<file path="config.mk">
export PLATFORM = sky130hd
export DESIGN_NAME = sipo_rx_ctrl
export DESIGN_NICKNAME = d
export VERILOG_FILES = /design/src/rtl/sipo_pkg.sv /design/src/rtl/sipo_shift_reg.sv /design/src/rtl/sipo_rx_ctrl.sv
export SDC_FILE = /design/constraint.sdc
export NUM_CORES = 1
export LEC_CHECK = 0
export CAP_MARGIN = 5
export CORE_MARGIN = 2
export CORE_UTILIZATION = 53
export CTS_BUF_LIST = sky130_fd_sc_hd__clkbuf_16
export CTS_CLUSTER_DIAMETER = 100
export CTS_CLUSTER_SIZE = 24
export DETAILED_ROUTE_END_ITERATION = 16
export GPL_TIMING_DRIVEN = 1
export MAX_ROUTING_LAYER = met4
export PLACE_DENSITY = 0.79
export SLEW_MARGIN = 20
export SYNTH_ARGS = -nofsm -noshare
export SYNTH_HDL_FRONTEND = slang
export SYNTH_SLANG_ARGS = --single-unit
</file>
<file path="constraint.sdc">
create_clock -name clk -period 3.8 [get_ports clk]
set_clock_uncertainty 0.05 [all_clocks]
set_input_delay 0.76 -clock clk [delete_from_list [all_inputs] [get_ports clk]]
set_output_delay 0.76 -clock clk [all_outputs]
set_load 0.1 [all_outputs]
</file>
<file path="src/rtl/sipo_pkg.sv">
`default_nettype none
// ============================================================================
//  Module      : sipo_pkg
//  Description : Shared state encoding and parity helper for the serial
//                receiver frame controller.
//  Revision    : 1.0 - initial release
// ============================================================================
package sipo_pkg;

    // Frame controller state encoding
    localparam logic [1:0] c_ST_IDLE = 2'd0;
    localparam logic [1:0] c_ST_DATA = 2'd1;
    localparam logic [1:0] c_ST_PAR  = 2'd2;
    localparam logic [1:0] c_ST_STOP = 2'd3;

    // Reduction XOR over a zero-extended word. Zero padding does not change
    // the result, so any frame width up to 32 bits can use it.
    function automatic logic f_xor_reduce(input logic [31:0] i_d);
        return ^i_d;
    endfunction

endpackage
`default_nettype wire

</file>
<file path="src/rtl/sipo_shift_reg.sv">
`default_nettype none
// ============================================================================
//  Module      : sipo_shift_reg
//  Description : Serial-in/parallel-out shift register. Shifts left with the
//                new bit entering the LSB, so the first bit received ends up
//                in the MSB.
//  Revision    : 1.0 - initial release
// ============================================================================
module sipo_shift_reg #(
    parameter int unsigned WIDTH = 4
) (
    input  logic             clk,
    input  logic             reset,
    input  logic             shift_en,
    input  logic             sdi,
    output logic [WIDTH-1:0] Q
);

    logic [WIDTH-1:0] r_sr;

    // Shift one bit in on every enabled cycle; cleared asynchronously
    always_ff @(posedge clk or negedge reset) begin
        if (!reset) begin
            r_sr <= '0;
        end else if (shift_en) begin
            r_sr <= {r_sr[WIDTH-2:0], sdi};
        end
    end

    assign Q = r_sr;

endmodule
`default_nettype wire

</file>
<file path="src/rtl/sipo_rx_ctrl.sv">
`default_nettype none
// ============================================================================
//  Module      : sipo_rx_ctrl
//  Description : Serial receiver frame controller. Detects a start bit,
//                shifts WIDTH data bits MSB-first, optionally checks parity,
//                checks the stop bit and presents good words on a registered
//                valid/ready parallel output.
//  Revision    : 1.0 - initial release
// ============================================================================
module sipo_rx_ctrl
    import sipo_pkg::*;
#(
    parameter int unsigned WIDTH      = 4,
    parameter int unsigned PARITY_EN  = 1,
    parameter int unsigned PARITY_ODD = 0
) (
    input  logic             clk,
    input  logic             reset,
    input  logic             en,
    input  logic             sdi,
    output logic [WIDTH-1:0] q,
    output logic             q_valid,
    input  logic             q_ready,
    output logic             busy,
    output logic             frame_err,
    output logic             overrun
);

    localparam int unsigned    c_CW         = $clog2(WIDTH);
    localparam logic [c_CW-1:0] c_CNT_LAST  = c_CW'(WIDTH - 1);
    localparam logic           c_PAR_EN     = (PARITY_EN != 0);
    localparam logic           c_PAR_TARGET = (PARITY_ODD != 0);

    logic [1:0]       r_state;
    logic [c_CW-1:0]  r_cnt;
    logic             r_par;
    logic [WIDTH-1:0] r_q;
    logic             r_q_valid;
    logic             r_frame_err;
    logic             r_overrun;

    logic [WIDTH-1:0] w_sr;
    logic             w_shift;
    logic             w_stop_eval;
    logic             w_par_ok;
    logic             w_frame_ok;
    logic             w_good;
    logic             w_bad;
    logic             w_load;

    assign w_shift     = en && (r_state == c_ST_DATA);
    assign w_stop_eval = en && (r_state == c_ST_STOP);

    sipo_shift_reg #(
        .WIDTH    (WIDTH)
    ) u_shift_reg (
        .clk      (clk),
        .reset    (reset),
        .shift_en (w_shift),
        .sdi      (sdi),
        .Q        (w_sr)
    );

    // Data bits XOR parity bit must match the configured sense
    assign w_par_ok   = ((f_xor_reduce(32'(w_sr)) ^ r_par) == c_PAR_TARGET);
    assign w_frame_ok = sdi && (w_par_ok || !c_PAR_EN);
    assign w_good     = w_stop_eval && w_frame_ok;
    assign w_bad      = w_stop_eval && !w_frame_ok;
    // A good word is taken if the output is free or is being consumed now
    assign w_load     = w_good && (!r_q_valid || q_ready);

    // Frame sequencing: start detect, data count, parity capture, stop check
    always_ff @(posedge clk or negedge reset) begin
        if (!reset) begin
            r_state <= c_ST_IDLE;
            r_cnt   <= '0;
            r_par   <= 1'b0;
        end else if (en) begin
            case (r_state)
                c_ST_IDLE: begin
                    if (!sdi) begin
                        r_state <= c_ST_DATA;
                        r_cnt   <= '0;
                    end
                end
                c_ST_DATA: begin
                    r_cnt <= r_cnt + 1'b1;
                    if (r_cnt == c_CNT_LAST) begin
                        r_state <= c_PAR_EN ? c_ST_PAR : c_ST_STOP;
                    end
                end
                c_ST_PAR: begin
                    r_par   <= sdi;
                    r_state <= c_ST_STOP;
                end
                default: begin
                    r_state <= c_ST_IDLE;
                end
            endcase
        end
    end

    // Output word, handshake and single-cycle status pulses
    always_ff @(posedge clk or negedge reset) begin
        if (!reset) begin
            r_q         <= '0;
            r_q_valid   <= 1'b0;
            r_frame_err <= 1'b0;
            r_overrun   <= 1'b0;
        end else begin
            r_frame_err <= w_bad;
            r_overrun   <= w_good && !w_load;
            if (w_load) begin
                r_q       <= w_sr;
                r_q_valid <= 1'b1;
            end else if (r_q_valid && q_ready) begin
                r_q_valid <= 1'b0;
            end
        end
    end

    assign q         = r_q;
    assign q_valid   = r_q_valid;
    assign busy      = (r_state != c_ST_IDLE);
    assign frame_err = r_frame_err;
    assign overrun   = r_overrun;

endmodule
`default_nettype wire
</file>
---- Yosys cells after proc, flatten, opt, wreduce, memory -nomap -nowiden ----
Index checks and enable logic that the tools add are counted.
word-level totals
  bits in registers ....................... 16
  word-level logic and storage cells ...... 44
  input port bits ......................... 5
operators by class
  muxes and demuxes ....................... 7
  bitwise gates (word level) .............. 2
  equal/unequal tests ..................... 6
  reduce and logical (&&, ||, !) cells .... 20
  add/sub/neg operators ................... 1
operators by type and width
  kind                 number
  $reduce_xor 32->1    1
  $logic_and 1x1->1    8
  $eq 2x2->1 const B   3
  $mux 2               3
  $pmux 2 s3           1
  $reduce_and 3->1     2
  $reduce_bool 2->1    3
  $pmux 2 s2           1
  $logic_not 1->1      3
  $add 2x1->2 const B  1
  $eq 2x1->1 const B   1
  $logic_not 2->1      1
  $mux 1               2
  $ne 2x1->1 const B   1
  $ne 2x2->1 const B   1
  $reduce_and 2->1     1
  $logic_or 1x1->1     1
  $not 1->1            1
  $xor 1x1->1          1

---- Longest topological paths before layout ----
Gate-level depths: netlist of run 1.
  word-level depth ........................ 8
  mapped depth ............................ 6
  mapped depth without buffers ............ 6

---- Hierarchy ----
Synthesis of run 1 repeated with hierarchy kept, for this count alone.
unflattened totals
  cell total of the unflattened synthesis .. 72
  area total of the unflattened synthesis .. 852.1 sq um
by module, submodules not included
  module          cells an instance  area each (sq um)  sequential area each (sq um)  times used
  sipo_rx_ctrl    64                 706.9              300.3                         1
  sipo_shift_reg  8                  145.1              100.1                         1

---- Least setup slack after synthesis of run 1 ----
No wires, ideal clock.
  path kind ............................... register -> output
  start ................................... register r_state[0]
  end ..................................... output port busy
  buffers on the path ..................... 0
  stages on the path, launching flop included .. 4
  required time ........................... 2990 ps
  setup slack ............................. 1697 ps
  arrival time ............................ 1293 ps
  cells stage by stage .................... dfrtp_1 inv_1 ha_1 inv_1
on the way
  longest elaborated chain between the ends .. 1
ends and longest elaborated chain
  what                    line                 text
  start, declared         sipo_rx_ctrl.sv:34   logic [1:0] r_state;
  start signal, assigned  sipo_rx_ctrl.sv:75   r_state <= c_ST_IDLE;
  start signal, assigned  sipo_rx_ctrl.sv:82   r_state <= c_ST_DATA;
  start signal, assigned  sipo_rx_ctrl.sv:89   r_state <= c_PAR_EN ? c_ST_PAR : c_ST_STOP;
  $reduce_bool 2->1       sipo_rx_ctrl.sv:124  assign busy = (r_state != c_ST_IDLE);
  end, declared           sipo_rx_ctrl.sv:24   output logic busy,
Every way passes these cells.

---- Worst setup path after layout of run 1 ----
  start ................................... register r_q[3], in the netlist q[3]
  end ..................................... output port q[3]
RTL lines
  what                    line                 text
  start, declared         sipo_rx_ctrl.sv:37   logic [WIDTH-1:0] r_q;
  start signal, assigned  sipo_rx_ctrl.sv:114  r_q <= w_sr;
  end, declared           sipo_rx_ctrl.sv:21   output logic [WIDTH-1:0] q,
No word-level cell between the ends.

==> run_results.csv, run 1 <==
group,metric,value,unit
critical_path,critical_path_class,"flip-flop to output pin",
timing,fmax,394,MHz
worst_hold_path,hp-start,"q[0]$_DFFE_PN0P_",
synth,netlist_instances,68,
route,drc,0,
critical_path,crit_chain,"clkdlybuf4s50_1",
clocking,cts_resized,0,
clocking,htreeDepth,1,
timing,tns,0,ps
route,vias,544,
critical_path,path_max_fanout,2,
route,final_antenna_net_count,0,
global_route,first_global_vias,550,
route,firstDrtPassIters,4,
timing,setup_viol,0,
clocking,numCtsBuffers,3,
clocking,clk_pin_slew_worst_paths,50,ps
synth,syn_nets,78,
timing,rsz0062_at_grt,"no",
placement,dpl_worst_slack,1510,ps
die,start_util,0.562,
die,die_w,43.7,µm
route,routed_wl,1410,µm
synth,synth_cell_types,25,
clocking,cts.sink_count,16,
clocking,clkLatencyLatePin,240,ps
route,wl_per_cell,14.4,µm
clocking,postCtsSetupBuffers,0,
job,maxCapViolations,0,
placement,place_inst,94,
timing,finalWorstSetupSlack,1260,ps
global_route,grt_pass1_wl,2360,µm
worst_hold_path,min_to,"q[0]$_DFFE_PN0P_",
clocking,ctsHoldBuffers,0,
cells_and_area,n_antenna_cell,0,
critical_path,critical_path.top_delay_family,"buffers and inverters",
global_route,antenna_found_initial,0,
timing,hold_violations,0,
synth,ys_warn_count,0,
worst_hold_path,hold_path_class,"flip-flop to flip-flop",
worst_hold_path,hold_depth,1,
global_route,grt_max_degree,17,
critical_path,r2r_end,"q[0]$_DFFE_PN0P_",
critical_path,cp-end-kind,"output pin",
critical_path,r2r-start,"u_shift_reg.Q[3]$_DFFE_PN0P_",
global_route,gr-total-overflow,0,
placement,routabilityCongestion,0.801,
cells_and_area,areaGrowthSynthToFinish,23.2,%
cells_and_area,final_common_cell,"dfrtp_1",
die,core_area,1490,µm²
timing,worstMarginPinSlew,964,ps
timing,drv_slew,0,
clocking,root_buffer,"clkbuf_16",
critical_path,reg2reg_slack,2160,ps
critical_path,max_stage_delay,1140,ps
route,drt_iter0_drc,3,
route,vias_per_cell,5.55,
cells_and_area,finalNetCount,93,
die,design.die.area,1910,µm²
clocking,cts_tree,"done",
timing,period_share,0.668,
synth,synth.avg_cell_area,12.3,µm²
outcome,status,"finished clean",
timing,period_minus_slack,2540,ps
timing,slew_headroom,0.355,
die,rows,14,
cells_and_area,final_cell_mix,"16 x dfrtp_1, 11 x clkdlybuf4s50_1, 7 x nand2_1, 6 x mux2_2, 5 x ha_1",
placement,portBuffers,12,
die,num_io_pins,13,
synth,netlist_area,837,µm²
critical_path,worstPathRequired,2990,ps
critical_path,cp_slowest_cell,"clkdlybuf4s50_1",
clocking,ctsLongestPathBuffers,2,
critical_path,crit_buf_inv,1,
die,die_h,43.7,µm
critical_path,cp-start-kind,"flip-flop",
global_route,grt.total_usage,0.178,
cells_and_area,drive_above_1_share,0.207,
critical_path,worst_r2r_path_depth,4,
placement,dp_hpwl,963,µm
cells_and_area,fin_cells,98,
synth,yosysSeqAreaShare,0.478,
synth,ys_seq_elements,16,
critical_path,arrival,1730,ps
==> cell type report <==
type	count	area [µm²]
Sequential cell	16	400
Tap cell	16	20.0
Inverter	4	15.0
Clock inverter	1	3.75
Multi-Input combinational cell	46	399
Fill cell	111	458
Timing Repair Buffer	12	118
Clock buffer	3	75.1
==> cell usage after synthesis <==
cell type | n | area, µm²
a211oi_1 | 1 | 7.51
a21oi_1 | 4 | 20.0
a22o_1 | 1 | 8.76
and4_2 | 1 | 10.0
buf_6 | 2 | 22.5
dfrtp_1 | 16 | 400
ha_1 | 5 | 62.6
inv_1 | 4 | 15.0
mux2_2 | 6 | 67.6
mux2_4 | 3 | 45.0
mux2i_1 | 1 | 10.0
nand2_1 | 7 | 26.3
nand2_4 | 1 | 11.3
nand2b_1 | 2 | 12.5
nand3_1 | 1 | 5.00
nand4_1 | 2 | 12.5
nor2_1 | 2 | 7.51
nor3b_1 | 1 | 7.51
o211ai_1 | 1 | 7.51
o21a_1 | 1 | 7.51
o21ai_0 | 1 | 5.00
o31ai_1 | 1 | 7.51
xnor2_1 | 2 | 17.5
xnor2_2 | 1 | 16.3
xnor3_2 | 1 | 23.8
==> through the flow <==
stage	cell area, µm²	hold slack (ps)	util
floorplan	837	414	-
global placement	952	443	0.639
detailed placement	952	445	0.639
CTS	1030	466	0.692
global route	1030	477	0.692
finish	1030	464	0.692
==> state kept, by name (all words and copies together), names as in the netlist <==
| name | cells |
|---|---|
| u_shift_reg.Q | 4 |
| r_state | 2 |
| r_cnt | 2 |
| overrun | 1 |
| r_par | 1 |
| frame_err | 1 |
| q_valid | 1 |
| q | 4 |
==> routing by layer <==
layer  up-vias  routed length (µm)  global-route usage
li1        267                   -                   -
met1       260                 660               0.217
met2        15                 681               0.276
met3         2                  53              0.0375
met4         0                  18              0.0909
met5         -                   0                   -
==> cells by family (layout without fill, tap and decap cells) <==
| kind of cell | after synthesis | in the layout | share of synthesized area |
|---|---|---|---|
| AND/OR/NAND/NOR | 17 | 17 | 0.111 |
| flip-flops | 16 | 16 | 0.478 |
| AO/OA/AOI/OAI | 10 | 10 | 0.0762 |
| multiplexers | 10 | 10 | 0.146 |
| buffers and inverters | 6 | 20 | 0.0448 |
| adder cells (fa/ha/maj) | 5 | 5 | 0.0747 |
| XOR/XNOR | 4 | 4 | 0.0688 |
==> how the worst max path moves through the flow <==
stage	from	end	slack, ps	depth (start not counted)
6_report	q[3]$_DFFE_PN0P_	q[3]	1260	1
5_1_grt	q[3]$_DFFE_PN0P_	q[3]	1240	1
4_1_cts	q[3]$_DFFE_PN0P_	q[3]	1250	1
3_5_place_dp	q[3]$_DFFE_PN0P_	q[3]	1510	1
3_3_place_gp	q[0]$_DFFE_PN0P_	q[0]	1510	1
2_1_floorplan	r_state[0]$_DFFE_PN0P_	busy	1700	3
Power of run 1 is not shown: default switching activity piles up to over one toggle a cycle in this logic, so the estimate is an artifact.
==> run 2: changes to the inputs <==
--- a/config.mk
+++ b/config.mk
@@ -7,14 +7,14 @@
 export LEC_CHECK = 0
 export CAP_MARGIN = 5
 export CORE_MARGIN = 2
-export CORE_UTILIZATION = 53
+export CORE_UTILIZATION = 46
 export CTS_BUF_LIST = sky130_fd_sc_hd__clkbuf_16
 export CTS_CLUSTER_DIAMETER = 100
 export CTS_CLUSTER_SIZE = 24
 export DETAILED_ROUTE_END_ITERATION = 16
 export GPL_TIMING_DRIVEN = 1
 export MAX_ROUTING_LAYER = met4
-export PLACE_DENSITY = 0.79
+export PLACE_DENSITY = 0.73
 export SLEW_MARGIN = 20
 export SYNTH_ARGS = -nofsm -noshare
 export SYNTH_HDL_FRONTEND = slang
==> constraint.sdc (replaced) <==
create_clock -name clk -period 2.23 [get_ports clk]
set_clock_uncertainty 0.05 [all_clocks]
set_input_delay 0.446 -clock clk [delete_from_list [all_inputs] [get_ports clk]]
set_output_delay 0.446 -clock clk [all_outputs]
set_load 0.1 [all_outputs]
==> run 2 against run 1 <==
  * Via count rose by 0.37%
  * Wire length fell by 0.42%
  * Critical path type unchanged
  * Worst hold slack improved by 9.7 ps
  * Non-clock buffer count did not move
  * Largest cell class unchanged
==> run_results.csv, run 2 (same netlist as run 1, synthesis figures left out) <==
group,metric,value,unit
placement,dp_hpwl,1080,µm
timing,tns,0,ps
critical_path,critical_path_class,"flip-flop to output pin",
cells_and_area,nFillCells,140,
cells_and_area,finalNetCount,93,
timing,rsz0062_at_grt,"no",
route,routed_wl,1410,µm
placement,routabilityCongestion,0.691,
cells_and_area,final_cell_mix,"16 x dfrtp_1, 7 x nand2_1, 7 x buf_4, 6 x mux2_2, 5 x ha_1",
die,design.die.area,2180,µm²
cells_and_area,n_antenna_cell,0,
timing,setup_viol,0,
route,drc,0,
route,wl_per_cell,13.1,µm
route,final_antenna_net_count,0,
die,start_util,0.485,
die,die_w,46.7,µm
cells_and_area,drive_above_1_share,0.293,
global_route,grt_pass1_wl,2350,µm
job,maxCapViolations,0,
critical_path,max_stage_delay,400,ps
timing,fmax,547,MHz
die,die_h,46.7,µm
clocking,numCtsBuffers,3,
clocking,cts_tree,"done",
clocking,htreeDepth,1,
outcome,status,"finished clean",
placement,place_inst,103,
timing,drv_slew,0,
timing,worstMarginPinSlew,680,ps
worst_hold_path,hold_path_class,"flip-flop to flip-flop",
route,firstDrtPassIters,3,
global_route,grt.total_usage,0.158,
clocking,cts_resized,0,
timing,period_minus_slack,1830,ps
placement,portBuffers,12,
die,num_io_pins,13,
cells_and_area,fin_cells,107,
critical_path,path_max_fanout,7,
clocking,ctsLongestPathBuffers,2,
critical_path,reg2reg_slack,580,ps
clocking,ctsHoldBuffers,0,
clocking,clk_pin_slew_worst_paths,50,ps
cells_and_area,areaGrowthSynthToFinish,23.9,%
route,vias,546,
clocking,clkLatencyLatePin,240,ps
timing,slew_headroom,0.545,
critical_path,critical_path.top_delay_family,"flip-flops",
clocking,root_buffer,"clkbuf_16",
critical_path,cp_common_cell,"inv_1",
global_route,first_global_vias,568,
die,rows,15,
clocking,postCtsSetupBuffers,0,
cells_and_area,final_common_cell,"dfrtp_1",
critical_path,cp-start-kind,"flip-flop",
critical_path,cp-end-kind,"output pin",
die,core_area,1730,µm²
timing,hold_violations,0,
critical_path,worstPathRequired,1730,ps
global_route,antenna_found_initial,0,
route,drt_iter0_drc,10,
timing,period_share,0.820,
global_route,gr-total-overflow,0,
route,vias_per_cell,5.10,
clocking,cts.sink_count,16,
global_route,grt_max_degree,17,
critical_path,crit_chain,"inv_1 -> ha_1 -> inv_1 -> buf_12",
critical_path,arrival,1330,ps
critical_path,cp_slowest_cell,"dfrtp_1",
critical_path,crit_buf_inv,3,
[run 2: worst paths after layout]
check,from,to,cells past startpoint
max in group asynchronous,reset,r_cnt[1]$_DFFE_PN0P_,1
worst max register to register,u_shift_reg.Q[3]$_DFFE_PN0P_,q[1]$_DFFE_PN0P_,4
worst min register to register,q[0]$_DFFE_PN0P_,q[0]$_DFFE_PN0P_,1
min in group asynchronous,reset,r_par$_DFFE_PN0P_,1
worst max-delay path,r_state[0]$_DFFE_PN0P_,busy,4
worst min-delay path,q[0]$_DFFE_PN0P_,q[0]$_DFFE_PN0P_,1
[run 2: final cells by class]
| type | instances | area (µm²) | area share |
|---|---|---|---|
| timing repair buffer | 12 | 113 | 0.109 |
| tap | 25 | 31.3 | 0.0302 |
| sequential | 16 | 400 | 0.386 |
| clock inverter | 1 | 3.75 | 0.00362 |
| multi-input combinational | 46 | 399 | 0.385 |
| clock buffer | 3 | 75.1 | 0.0724 |
| inverter | 4 | 15.0 | 0.0145 |
[run 2: per-layer routing]
| layer | track usage | share of wire | up-vias |
|---|---|---|---|
| met1 | 0.187 | 0.44 | 269 |
| met5 | - | 0 | - |
| met2 | 0.264 | 0.52 | 11 |
| met3 | 0.0275 | 0.026 | 2 |
| li1 | - | - | 264 |
| met4 | 0.0611 | 0.0092 | 0 |
[run 2: per-stage QoR]
step | setup WS (ps) | cell area (µm²) | hold slack [ps] | utilization
after floorplan | 269 | 837 | 100 | -
after global placement | 279 | 958 | 445 | 0.555
after detailed placement | 265 | 958 | 461 | 0.555
after CTS | 403 | 1040 | 475 | 0.601
after global routing | 319 | 1040 | 498 | 0.601
final | 402 | 1040 | 474 | 0.601
Power of run 2 is left out for the same reason.
==> run 3: changes to the inputs <==
==> constraint.sdc (replaced) <==
create_clock -name clk -period 1.5 [get_ports clk]
set_clock_uncertainty 0.05 [all_clocks]
set_input_delay 0.3 -clock clk [delete_from_list [all_inputs] [get_ports clk]]
set_output_delay 0.3 -clock clk [all_outputs]
set_load 0.1 [all_outputs]
==> run 3 against run 2 <==
  * The run now ends with negative setup slack left
  * Non-clock buffer count grew 22
  * Register-to-register slack lost 690 ps
  * Final area grew 29%
  * Cell count grew 21%
  * Via count grew 18%
  * First-iteration DRC count grew 40%
  * Largest cell class is now multi-input combinational cells
  * Critical path depth is the same
  * Flip-flop and latch count is the same
==> run_results.csv, run 3 (same netlist as run 1, synthesis figures left out) <==
group,metric,value,unit
clocking,ctsLongestPathBuffers,2,
cells_and_area,areaGrowthSynthToFinish,59.8,%
clocking,root_buffer,"clkbuf_16",
cells_and_area,fin_cells,129,
global_route,grt_max_degree,17,
critical_path,max_stage_delay,410,ps
timing,hold_violations,0,
worst_hold_path,hold_path_class,"input port to asynchronous set/reset pin",
critical_path,r2r_end,"q[1]$_DFFE_PN0P_",
route,vias,646,
critical_path,crit_buf_inv,0,
die,core_area,1730,µm²
placement,place_inst,120,
die,rows,15,
die,design.die.area,2180,µm²
route,drc,0,
timing,period_share,1.08,
critical_path,cp_slowest_cell,"dfrtp_1",
outcome,status,"complete, but fails checks",
critical_path,arrival,1690,ps
global_route,antenna_found_initial,0,
timing,finalWorstSetupSlack,-114,ps
route,final_antenna_net_count,0,
clocking,cts.sink_count,16,
clocking,clkLatencyLatePin,240,ps
cells_and_area,seq_area,405,µm²
critical_path,worst_r2r_path_depth,4,
route,firstDrtPassIters,4,
cells_and_area,nFillCells,113,
clocking,numCtsBuffers,3,
global_route,gr-total-overflow,0,
cells_and_area,postLayoutCellArea,1340,µm²
job,maxCapViolations,0,
route,vias_per_cell,5.01,
global_route,grt_pass1_wl,2660,µm
global_route,grt.total_usage,0.200,
timing,fmax,620,MHz
die,die_w,46.7,µm
critical_path,cp-start-kind,"flip-flop",
global_route,first_global_vias,642,
critical_path,crit_chain,"xnor2_2 -> xnor3_2 -> nand2_4 -> mux2_4",
cells_and_area,final_common_cell,"buf_4",
timing,setup_viol,6,
timing,drv_slew,0,
critical_path,path_max_fanout,3,
timing,worstMarginPinSlew,255,ps
cells_and_area,final_cell_mix,"22 x buf_4, 14 x dfrtp_1, 8 x buf_12, 7 x nand2_1, 6 x mux2_2",
route,wl_per_cell,14.4,µm
cells_and_area,multiInputGateArea,438,µm²
placement,routabilityCongestion,0.711,
timing,slew_headroom,0.830,
critical_path,worstPathRequired,1580,ps
cells_and_area,final_core_util,0.775,
placement,dpl_worst_slack,-210,ps
critical_path,critical_path.top_delay_family,"XOR/XNOR gates",
clocking,htreeDepth,1,
critical_path,r2r-start,"u_shift_reg.Q[0]$_DFFE_PN0P_",
cells_and_area,drive_above_1_share,0.548,
placement,portBuffers,12,
die,die_h,46.7,µm
critical_path,critical_path_class,"flip-flop to flip-flop",
clocking,clk_pin_slew_worst_paths,50,ps
placement,dpl_cell_area,1190,µm²
cells_and_area,finalNetCount,115,
die,start_util,0.485,
placement,dp_hpwl,1240,µm
critical_path,cp-end-kind,"flip-flop",
outcome,violations,"negative setup slack",
critical_path,reg2reg_slack,-110,ps
timing,period_minus_slack,1610,ps
die,num_io_pins,13,
route,routed_wl,1860,µm
clocking,cts_tree,"done",
cells_and_area,n_antenna_cell,0,
timing,rsz0062_at_grt,"yes",
route,drt_iter0_drc,14,
## run 3: worst max path at each step
stage | startpoint | cells after the start | slack [ps] | end
4_1_cts | u_shift_reg.Q[3]$_DFFE_PN0P_ | 4 | -60 | q[1]$_DFFE_PN0P_
3_5_place_dp | sdi | 4 | -210 | q[1]$_DFFE_PN0P_
5_1_grt | u_shift_reg.Q[0]$_DFFE_PN0P_ | 4 | -150 | q[1]$_DFFE_PN0P_
2_1_floorplan | r_par$_DFFE_PN0P_ | 4 | -40 | q[0]$_DFFE_PN0P_
3_3_place_gp | sdi | 4 | -180 | q[1]$_DFFE_PN0P_
6_report | u_shift_reg.Q[0]$_DFFE_PN0P_ | 4 | -110 | q[1]$_DFFE_PN0P_
## run 3: what timing repair did
action	in CTS	in global routing
buffers inserted	1	4
hold buffers	0	0
pin swaps	2	2
resized for setup	3	5
setup endpoints to repair	5	14
## run 3: stage by stage
step                hold WS [ps]  setup TNS [ps]
floorplan                  -45.6            -127
global placement             442           -1350
detailed placement           451           -1600
CTS                          359            -232
global route                 375            -662
finish                       342            -410
## run 3: area by class of cell
| cell class | instances | share of cell area |
|---|---|---|
| Clock buffer | 3 | 0.0561 |
| Clock inverter | 1 | 0.00281 |
| Inverter | 4 | 0.0140 |
| Multi-Input combinational cell | 46 | 0.327 |
| Sequential cell | 16 | 0.303 |
| Tap cell | 25 | 0.0234 |
| Timing Repair Buffer | 34 | 0.273 |
## run 3: routing by layer
| layer | share of wire | vias up | global-route usage |
|---|---|---|---|
| li1 | - | 310 | - |
| met1 | 0.41 | 306 | 0.192 |
| met2 | 0.51 | 24 | 0.325 |
| met3 | 0.037 | 6 | 0.0431 |
| met4 | 0.034 | 0 | 0.189 |
| met5 | 0 | - | - |
Power of run 3 is left out for the same reason.
